`src/rtl/psum_pkg.sv`:
```
// psum_tx_seq shared definitions: info field layout and sequencer states.
// Used by the tx sequencer and its bench via import psum_pkg::*.
package psum_pkg;

  localparam int PSUM_ADDR_LSB = 0;
  localparam int PSUM_ADDR_MSB = 11;
  localparam int PSUM_ACC_BIT  = 12;
  localparam int PSUM_ID_BIT   = 13;
  localparam int PSUM_TAG_LSB  = 14;
  localparam int PSUM_TAG_W    = 8;

  typedef enum logic [1:0] {
    ST_IDLE  = 2'd0,
    ST_PASS0 = 2'd1,
    ST_PASS1 = 2'd2,
    ST_DONE  = 2'd3
  } psum_state_e;

endpackage

```
`src/rtl/sirv_gnrl_pipe_stage.sv`:
```
// Generic one-entry valid/ready pipe register (DP=0 is a wire).
// CUT_READY=1 breaks the ready path at the cost of a bubble.
module sirv_gnrl_pipe_stage #(
  parameter int CUT_READY = 0,
  parameter int DP        = 1,
  parameter int DW        = 32
) (
  input  logic          clk,
  input  logic          rst_n,
  input  logic          i_vld,
  output logic          i_rdy,
  input  logic [DW-1:0] i_dat,
  output logic          o_vld,
  input  logic          o_rdy,
  output logic [DW-1:0] o_dat
);

  generate
    if (DP == 0) begin : g_pass
      assign o_vld = i_vld;
      assign i_rdy = o_rdy;
      assign o_dat = i_dat;
    end else begin : g_reg
      logic          vld_q;
      logic [DW-1:0] dat_q;
      logic          vld_set;
      logic          vld_clr;

      assign vld_set = i_vld & i_rdy;
      assign vld_clr = vld_q & o_rdy;

      // valid flag: set on load, clear on drain without reload
      always_ff @(posedge clk) begin
        if (!rst_n)
          vld_q <= 1'b0;
        else if (vld_set | vld_clr)
          vld_q <= vld_set | ~vld_clr;
      end

      // payload captured only on load, so it holds under backpressure
      always_ff @(posedge clk) begin
        if (!rst_n)
          dat_q <= '0;
        else if (vld_set)
          dat_q <= i_dat;
      end

      if (CUT_READY == 1) begin : g_cut
        assign i_rdy = ~vld_q;
      end else begin : g_nocut
        assign i_rdy = ~vld_q | vld_clr;
      end

      assign o_vld = vld_q;
      assign o_dat = dat_q;
    end
  endgenerate

endmodule

```
`src/rtl/psum_tx_seq.sv`:
```
// Two-pass psum tx sequencer: tags MAC beats with buffer addr/pass info.
// Optional PSUM_TX_TILE_TAG_EN adds an 8-bit tile tag on info[21:14].
module psum_tx_seq
  import psum_pkg::*;
#(
  parameter int ADDR_W = 12,
  parameter int DW     = 64,
  parameter int IW     = 32
) (
  input  logic          clk,
  input  logic          rst_n,
  input  logic          cfg_start,
  input  logic [ADDR_W:0] cfg_len,
  input  logic          cfg_identity_en,
  output logic          busy,
  output logic          done,
  input  logic          mac_vld,
  output logic          mac_rdy,
  input  logic [DW-1:0] mac_data,
  output logic [IW-1:0] mac_array2psum_acc_info,
  output logic [DW-1:0] mac_array2psum_acc_data,
  output logic          mac_array2psum_acc_vld,
  input  logic          mac_array2psum_acc_rdy
);

  localparam logic [ADDR_W:0] ONE = 1;

  psum_state_e     state;
  psum_state_e     state_nxt;
  logic [ADDR_W:0] addr;
  logic [ADDR_W:0] len_q;
  logic            id_en_q;
  logic            active;
  logic            pass1;
  logic            in_hs;
  logic            last;
  logic            pipe_rdy;
  logic [IW-1:0]   info_in;

  assign active  = (state == ST_PASS0) | (state == ST_PASS1);
  assign pass1   = (state == ST_PASS1);
  assign mac_rdy = active & pipe_rdy;
  assign in_hs   = mac_vld & mac_rdy;
  assign last    = (addr == len_q - ONE);
  assign busy    = (state != ST_IDLE);

  // next state; done fires once the out register has drained
  always_comb begin
    state_nxt = state;
    done      = 1'b0;
    unique case (state)
      ST_IDLE:
        if (cfg_start)
          state_nxt = (cfg_len == '0) ? ST_DONE : ST_PASS0;
      ST_PASS0:
        if (in_hs && last) state_nxt = ST_PASS1;
      ST_PASS1:
        if (in_hs && last) state_nxt = ST_DONE;
      ST_DONE:
        if (!mac_array2psum_acc_vld) begin
          done      = 1'b1;
          state_nxt = ST_IDLE;
        end
      default: state_nxt = ST_IDLE;
    endcase
  end

  // state register
  always_ff @(posedge clk) begin
    if (!rst_n) state <= ST_IDLE;
    else        state <= state_nxt;
  end

  // tile config capture and per-beat buffer address
  always_ff @(posedge clk) begin
    if (!rst_n) begin
      addr    <= '0;
      len_q   <= '0;
      id_en_q <= 1'b0;
    end else if ((state == ST_IDLE) && cfg_start) begin
      addr    <= '0;
      len_q   <= cfg_len;
      id_en_q <= cfg_identity_en;
    end else if (in_hs) begin
      addr <= last ? '0 : addr + ONE;
    end
  end

`ifdef PSUM_TX_TILE_TAG_EN
  logic [PSUM_TAG_W-1:0] tag_q;

  // tile tag advances on every completed tile, wraps naturally
  always_ff @(posedge clk) begin
    if (!rst_n)    tag_q <= '0;
    else if (done) tag_q <= tag_q + 1'b1;
  end
`endif

  // info word for the beat being accepted this cycle
  always_comb begin
    info_in = '0;
    info_in[PSUM_ADDR_LSB +: ADDR_W] = addr[ADDR_W-1:0];
    info_in[PSUM_ACC_BIT] = pass1;
    info_in[PSUM_ID_BIT]  = pass1 & id_en_q;
`ifdef PSUM_TX_TILE_TAG_EN
    info_in[PSUM_TAG_LSB +: PSUM_TAG_W] = tag_q;
`endif
  end

  sirv_gnrl_pipe_stage #(
    .CUT_READY (0),
    .DP        (1),
    .DW        (IW + DW)
  ) u_out (
    .clk   (clk),
    .rst_n (rst_n),
    .i_vld (mac_vld & active),
    .i_rdy (pipe_rdy),
    .i_dat ({info_in, mac_data}),
    .o_vld (mac_array2psum_acc_vld),
    .o_rdy (mac_array2psum_acc_rdy),
    .o_dat ({mac_array2psum_acc_info, mac_array2psum_acc_data})
  );

endmodule

```
`config.mk`:
```
export PLATFORM = sky130hd
export DESIGN_NAME = psum_tx_seq
export DESIGN_NICKNAME = d
export VERILOG_FILES = /design/src/rtl/psum_pkg.sv /design/src/rtl/sirv_gnrl_pipe_stage.sv /design/src/rtl/psum_tx_seq.sv
export SDC_FILE = /design/constraint.sdc
export NUM_CORES = 1
export LEC_CHECK = 0
export CORE_MARGIN = 3
export CORE_UTILIZATION = 40
export DETAILED_ROUTE_END_ITERATION = 10
export GPL_TIMING_DRIVEN = 0
export PLACE_DENSITY = 0.73
export SETUP_SLACK_MARGIN = 0.4
export SLEW_MARGIN = 30
export SYNTH_ARGS = -nofsm -noshare
export SYNTH_HDL_FRONTEND = slang
export SYNTH_SLANG_ARGS = --single-unit
export TNS_END_PERCENT = 10
```
`constraint.sdc`:
```
create_clock -name clk -period 4.2 [get_ports clk]
set_clock_uncertainty 0.05 [all_clocks]
set_input_delay 1.05 -clock clk [delete_from_list [all_inputs] [get_ports clk]]
set_output_delay 1.05 -clock clk [all_outputs]
set_load 0.01 [all_outputs]
```
# --- Word-level counts from Yosys, hierarchy flattened ---
# Index checks and enable logic that the tools add are counted.
word_totals:
  in_bits: 83
  output_inout_bits: 100
  register_bits: 108
op_classes:
  addsub: 2
  reduce_logical: 7
  bitwise_logic: 13
  mux: 9
  eq_ne: 8
ops:
  columns: ["operator", "n"]
  rows:
  - ["adder 13 x 1 -> 13 bit (second input constant)", 1]
  - ["== test 13 bit", 1]
  - ["zero test 13 bit", 1]
  - ["2-to-1 mux 13 bit", 1]
  - ["subtractor 13 x 1 -> 13 bit (second input constant)", 1]
  - ["2-to-1 mux 2 bit", 5]
  - ["case mux 2 bit (4 select lines)", 1]
  - ["bitwise AND 1 bit", 6]
  - ["== test 2 bit (second input constant)", 2]
  - ["inequality test 2 x 1 -> 1 bit (second input constant)", 2]
  - ["inequality test 2 bit (second input constant)", 2]
  - ["OR 1 bit", 4]
  - ["AND reduction 4 bit", 1]
  - ["NOT 1 bit", 3]
  - ["== test 2 x 1 -> 1 bit (second input constant)", 1]
  - ["logical AND 1 bit", 2]
  - ["zero test 2 bit", 1]
  - ["2-to-1 mux 1 bit", 2]
  - ["nonzero test 2 bit", 1]
  - ["OR reduction 2 bit", 1]

# --- Logic depth before layout (Yosys ltp) ---
depth:
  depth_word: 7
  mapped_depth: 10
  depth_no_buf: 9

# --- Hierarchy ---
# A second synthesis with hierarchy kept.
hier_totals:
  hier_cells: 644
  area_unflattened_um2: 5641.7
modules_own_cells:
  columns: ["mod", "cells_each", "area_per_inst_um2", "instances"]
  rows:
  - ["sirv_gnrl_pipe_stage", 421, 3828.7, 1]
  - ["psum_tx_seq", 223, 1813.0, 1]

# --- Least setup slack after synthesis ---
# OpenSTA, ideal clock, no wires.
synth_path:
  path_kind: "register to register"
  from: "register len_q[0]"
  to: "register addr[3]"
  t_required_ns: 4.017
  path_buffers: 1
  synth_period_minus_slack_ns: 2.575
  arrival_time_ns: 2.393
  slack_ns: 1.625
  stages_incl_launch_ff: 11
  setup_ns: 0.133
  cell_sequence: "dfxtp_1 inv_1 ha_1 nor3b_1 nand3_1 nor4_1 or4_1 or4b_1 buf_6 nand4b_1 a31oi_1"
synth_via:
  elab_chain_len: 3
synth_rtl:
  columns: ["item", "line", "text"]
  rows:
  - ["start, declared", "psum_tx_seq.sv:31", "logic [ADDR_W:0] len_q;"]
  - ["start signal, assigned", "psum_tx_seq.sv:82", "len_q <= cfg_len;"]
  - ["subtractor 13 x 1 -> 13 bit", "psum_tx_seq.sv:44", "assign last = (addr == len_q - ONE);"]
  - ["== test 13 bit", "psum_tx_seq.sv:44", null]
  - ["2-to-1 mux 13 bit", "psum_tx_seq.sv:85", "addr <= last ? '0 : addr + ONE;"]
  - ["end signal, assigned", "psum_tx_seq.sv:85", null]
  - ["end, declared", "psum_tx_seq.sv:30", "logic [ADDR_W:0] addr;"]
# No other way between the ends.
# A chain may end at the register's enable or synchronous reset.

# --- Worst setup path in the final report ---
layout_path:
  from: "input port mac_array2psum_acc_rdy"
  to: "output port mac_rdy"
layout_via:
  elab_chain_len: 3
layout_rtl:
  columns: ["item", "line", "text"]
  rows:
  - ["start, declared", "psum_tx_seq.sv:23", "input logic mac_array2psum_acc_rdy"]
  - ["bitwise AND 1 bit", "sirv_gnrl_pipe_stage.sv:30", "assign vld_clr = vld_q & o_rdy;"]
  - ["OR 1 bit", "sirv_gnrl_pipe_stage.sv:51", "assign i_rdy = ~vld_q | vld_clr;"]
  - ["bitwise AND 1 bit", "psum_tx_seq.sv:42", "assign mac_rdy = active & pipe_rdy;"]
  - ["end, declared", "psum_tx_seq.sv:18", "output logic mac_rdy,"]
# No other way between the ends.

==> run metrics <==
hold buffers post-CTS 0; RSZ-0062 raised after global routing false; first-pass GRT wire length 21.71 mm; GRT Util Overall 0.2015; sw frac 0.3499; Clock Power Share 0.262; number of global-route vias before repair ~4600; FMAX between 200 and 300 MHz; delay-heaviest family, CP buffers and inverters; syn_area_per_cell around 8.1 µm²; Die W around 120 µm; final wirelength roughly 14 mm; Hold Path Class reg -> reg; Crit Path Class in -> out; Worst Path Max Fanout 3; Max clock buf depth 2; min-delay src u_out.o_dat[24]$_SDFFE_PN0P_; FFs w/ async S/R, synth 0; total CTS buffers 9; Area growth syn-to-layout 45.51%; Syn. warnings 0; Post-DP HPWL 10.76 mm; setup violators final 0; crit-path most repeated cell clkdlybuf4s50_1; setup TNS 0 ns; pin count of the biggest net entering global routing 20; min Tclk post-route around 3.4 ns; Yosys top cell area share 0.4431; post-CTS setup buffers 0; CP max-delay cell clkdlybuf4s50_1; Reg2Reg Launch Point len_q[0]$_SDFFE_PN0P_; Critical Path End Type output pin; Leakage 2.566 nW; Cells after Synth 600; WP data required 3.10 ns; routed vias 4618; final hold violations 0; core area ~0.012 mm²; Combinational Power Share 0.374; WP buf/inv 2; critical path, cell by cell clkdlybuf4s50_1, nand2b_1, and2_1, clkdlybuf4s50_1; post-route ant nets 0; NetSw between 0.001 and 0.0015 W; PwrDens ~500 mW/mm²; synth cell count leaders 197 x nand2_1, 108 x dfxtp_1, 93 x a21boi_0; Starting Density 0.4184; Remaining DRCs 0; fin crit share 0.8149; num rows 39; layout cells sized above 1 0.05646; cts repair resizes 0; Initial DRT Pass Iterations 4; Placed Instances slightly above 900; Mapped Area 0.004880 mm²; DIE AREA around 0.014 mm²; Antenna diodes 0; root buffer selected by CTS clkbuf_16; synth top area cells dfxtp_1 44%, nand2_1 15%, a21boi_0 14%; Post-synth EDFFs 0; drt wl/cell between 10 and 15 µm; status finished clean; post-route insts no fill 940; Die Y 116.5 µm; crit path from mac_array2psum_acc_rdy; Nets ~900; pin slew with the least headroom to its limit between 0.8 and 0.9 ns; flops & latches, synth 108; maximum VDD drop between 0.0003 and 0.0004 V; H-tree levels 3; # clock sinks around 110; Arrival @ worst endpoint approximately 2.3 ns; most common cell in the netlist nand2_1; Clk pin slew, worst setup/hold paths ~0.070 ns; number of DRC markers in iteration 0 190; Largest stage delay, worst path 0.55 ns; critical path launch point type primary input; Cell variety after synth a little under 50; Synth Flop Type dfxtp_1; sequential power share 0.364; initial antenna violation count 0; CTS tree built; Vias/cell 4.913; slew margin rel. 0.4457; io pins 183; maximum capacitance violations 0; GRT overflow 0; RePlAce Congestion roughly 0.90; Synth area leader dfxtp_1; total internal power roughly 0.0023 W; post-synthesis sequential area ratio 0.4431; Skew-Pair Late Insertion Delay ~0.35 ns; Slew Limit Fails 0; # port buffers approximately 160
## cell usage in the layout (no fill, tap or decap), drive strengths merged, types with 6 or more instances in the layout
cell type | synthesis | final
ha | 7 | 7
clkdlybuf4s50 | 0 | 164
nor2 | 14 | 14
nor4 | 6 | 6
nand2 | 197 | 197
conb | 1 | 18
xnor2 | 7 | 7
nand4 | 9 | 9
dfxtp | 108 | 108
nor3 | 11 | 11
a21boi | 93 | 93
nand3 | 14 | 14
inv | 11 | 12
buf | 28 | 28
xor2 | 13 | 13
clkbuf | 28 | 37
## worst paths after layout
kind	end	slack [ns]	cells past startpoint
setup reg to reg	state[0]$_SDFFE_PN0P_	1.04	9
hold / removal	u_out.o_dat[24]$_SDFFE_PN0P_	0.41	2
hold reg to reg	u_out.o_dat[24]$_SDFFE_PN0P_	0.41	2
setup / recovery	mac_rdy	0.78	4
## worst register-to-register path: cells and delay by family, from the launching register on
family	cells	cell delay [ns]
buf+inv	1	0.08
compound gates	3	0.64
flops	1	0.37
fa+ha+maj	1	0.19
simple gates	4	1.75
## metrics by stage
stage,total power [W],hold slack (ns),util,worst slack [ns],instance area [µm²]
after floorplan,0.002054,0.3941,-,1.625,4943
after global placement,0.002625,0.3995,0.5800,0.7837,6764
after detailed placement,0.002663,0.4090,0.5800,0.7718,6764
after CTS,0.003607,0.4178,0.6088,0.7701,7101
after global routing,0.003804,0.4388,0.6088,0.7127,7101
final,0.003572,0.4145,0.6088,0.7775,7101
## registers in the layout, summed over array words and instances (netlist names)
register / flops
len_q: 13
addr: 13
state: 2
id_en_q: 1
u_out.o_vld: 1
u_out.o_dat: 78
## power by group through the flow
stage | combinational, W | sequential [W] | clock [W]
2_1_floorplan | 0.000684 | 0.00137 | 0
3_3_place_gp | 0.00131 | 0.00132 | 0
3_5_place_dp | 0.00134 | 0.00133 | 0
4_1_cts | 0.00135 | 0.00130 | 0.000958
5_1_grt | 0.00148 | 0.00132 | 0.000998
6_report | 0.00134 | 0.00130 | 0.000934
## cell type report
cell class / count / area [µm²]
timing repair buffer: 164 / 1642
inverter: 11 / 41.29
multi-input combinational: 442 / 2441
buffer: 56 / 299.0
tap: 143 / 178.9
fill: 1037 / 4562
sequential: 108 / 2162
clock inverter: 7 / 111.4
clock buffer: 9 / 225.2
## cell families (layout without fill, tap and decap cells)
group / count (synthesis) / count (layout) / synth area share
compound gates: 117 / 117 / 0.1777
xor+xnor: 20 / 20 / 0.03590
fa+ha+maj: 7 / 7 / 0.01795
buf+inv: 67 / 247 / 0.06974
flops: 108 / 108 / 0.4431
mux: 1 / 1 / 0.002051
other cells: 1 / 18 / 0.0007685
simple gates: 279 / 279 / 0.2528
## routing by layer
metal / track usage / wire length (µm) / up-vias
li1: - / - / 2346
met1: 0.2272 / 5428 / 2118
met2: 0.3513 / 6879 / 141
met3: 0.08031 / 1179 / 13
met4: 0.05878 / 184 / 0
met5: 0 / 0 / -
Note: power is estimated with default switching activity, not from simulation.
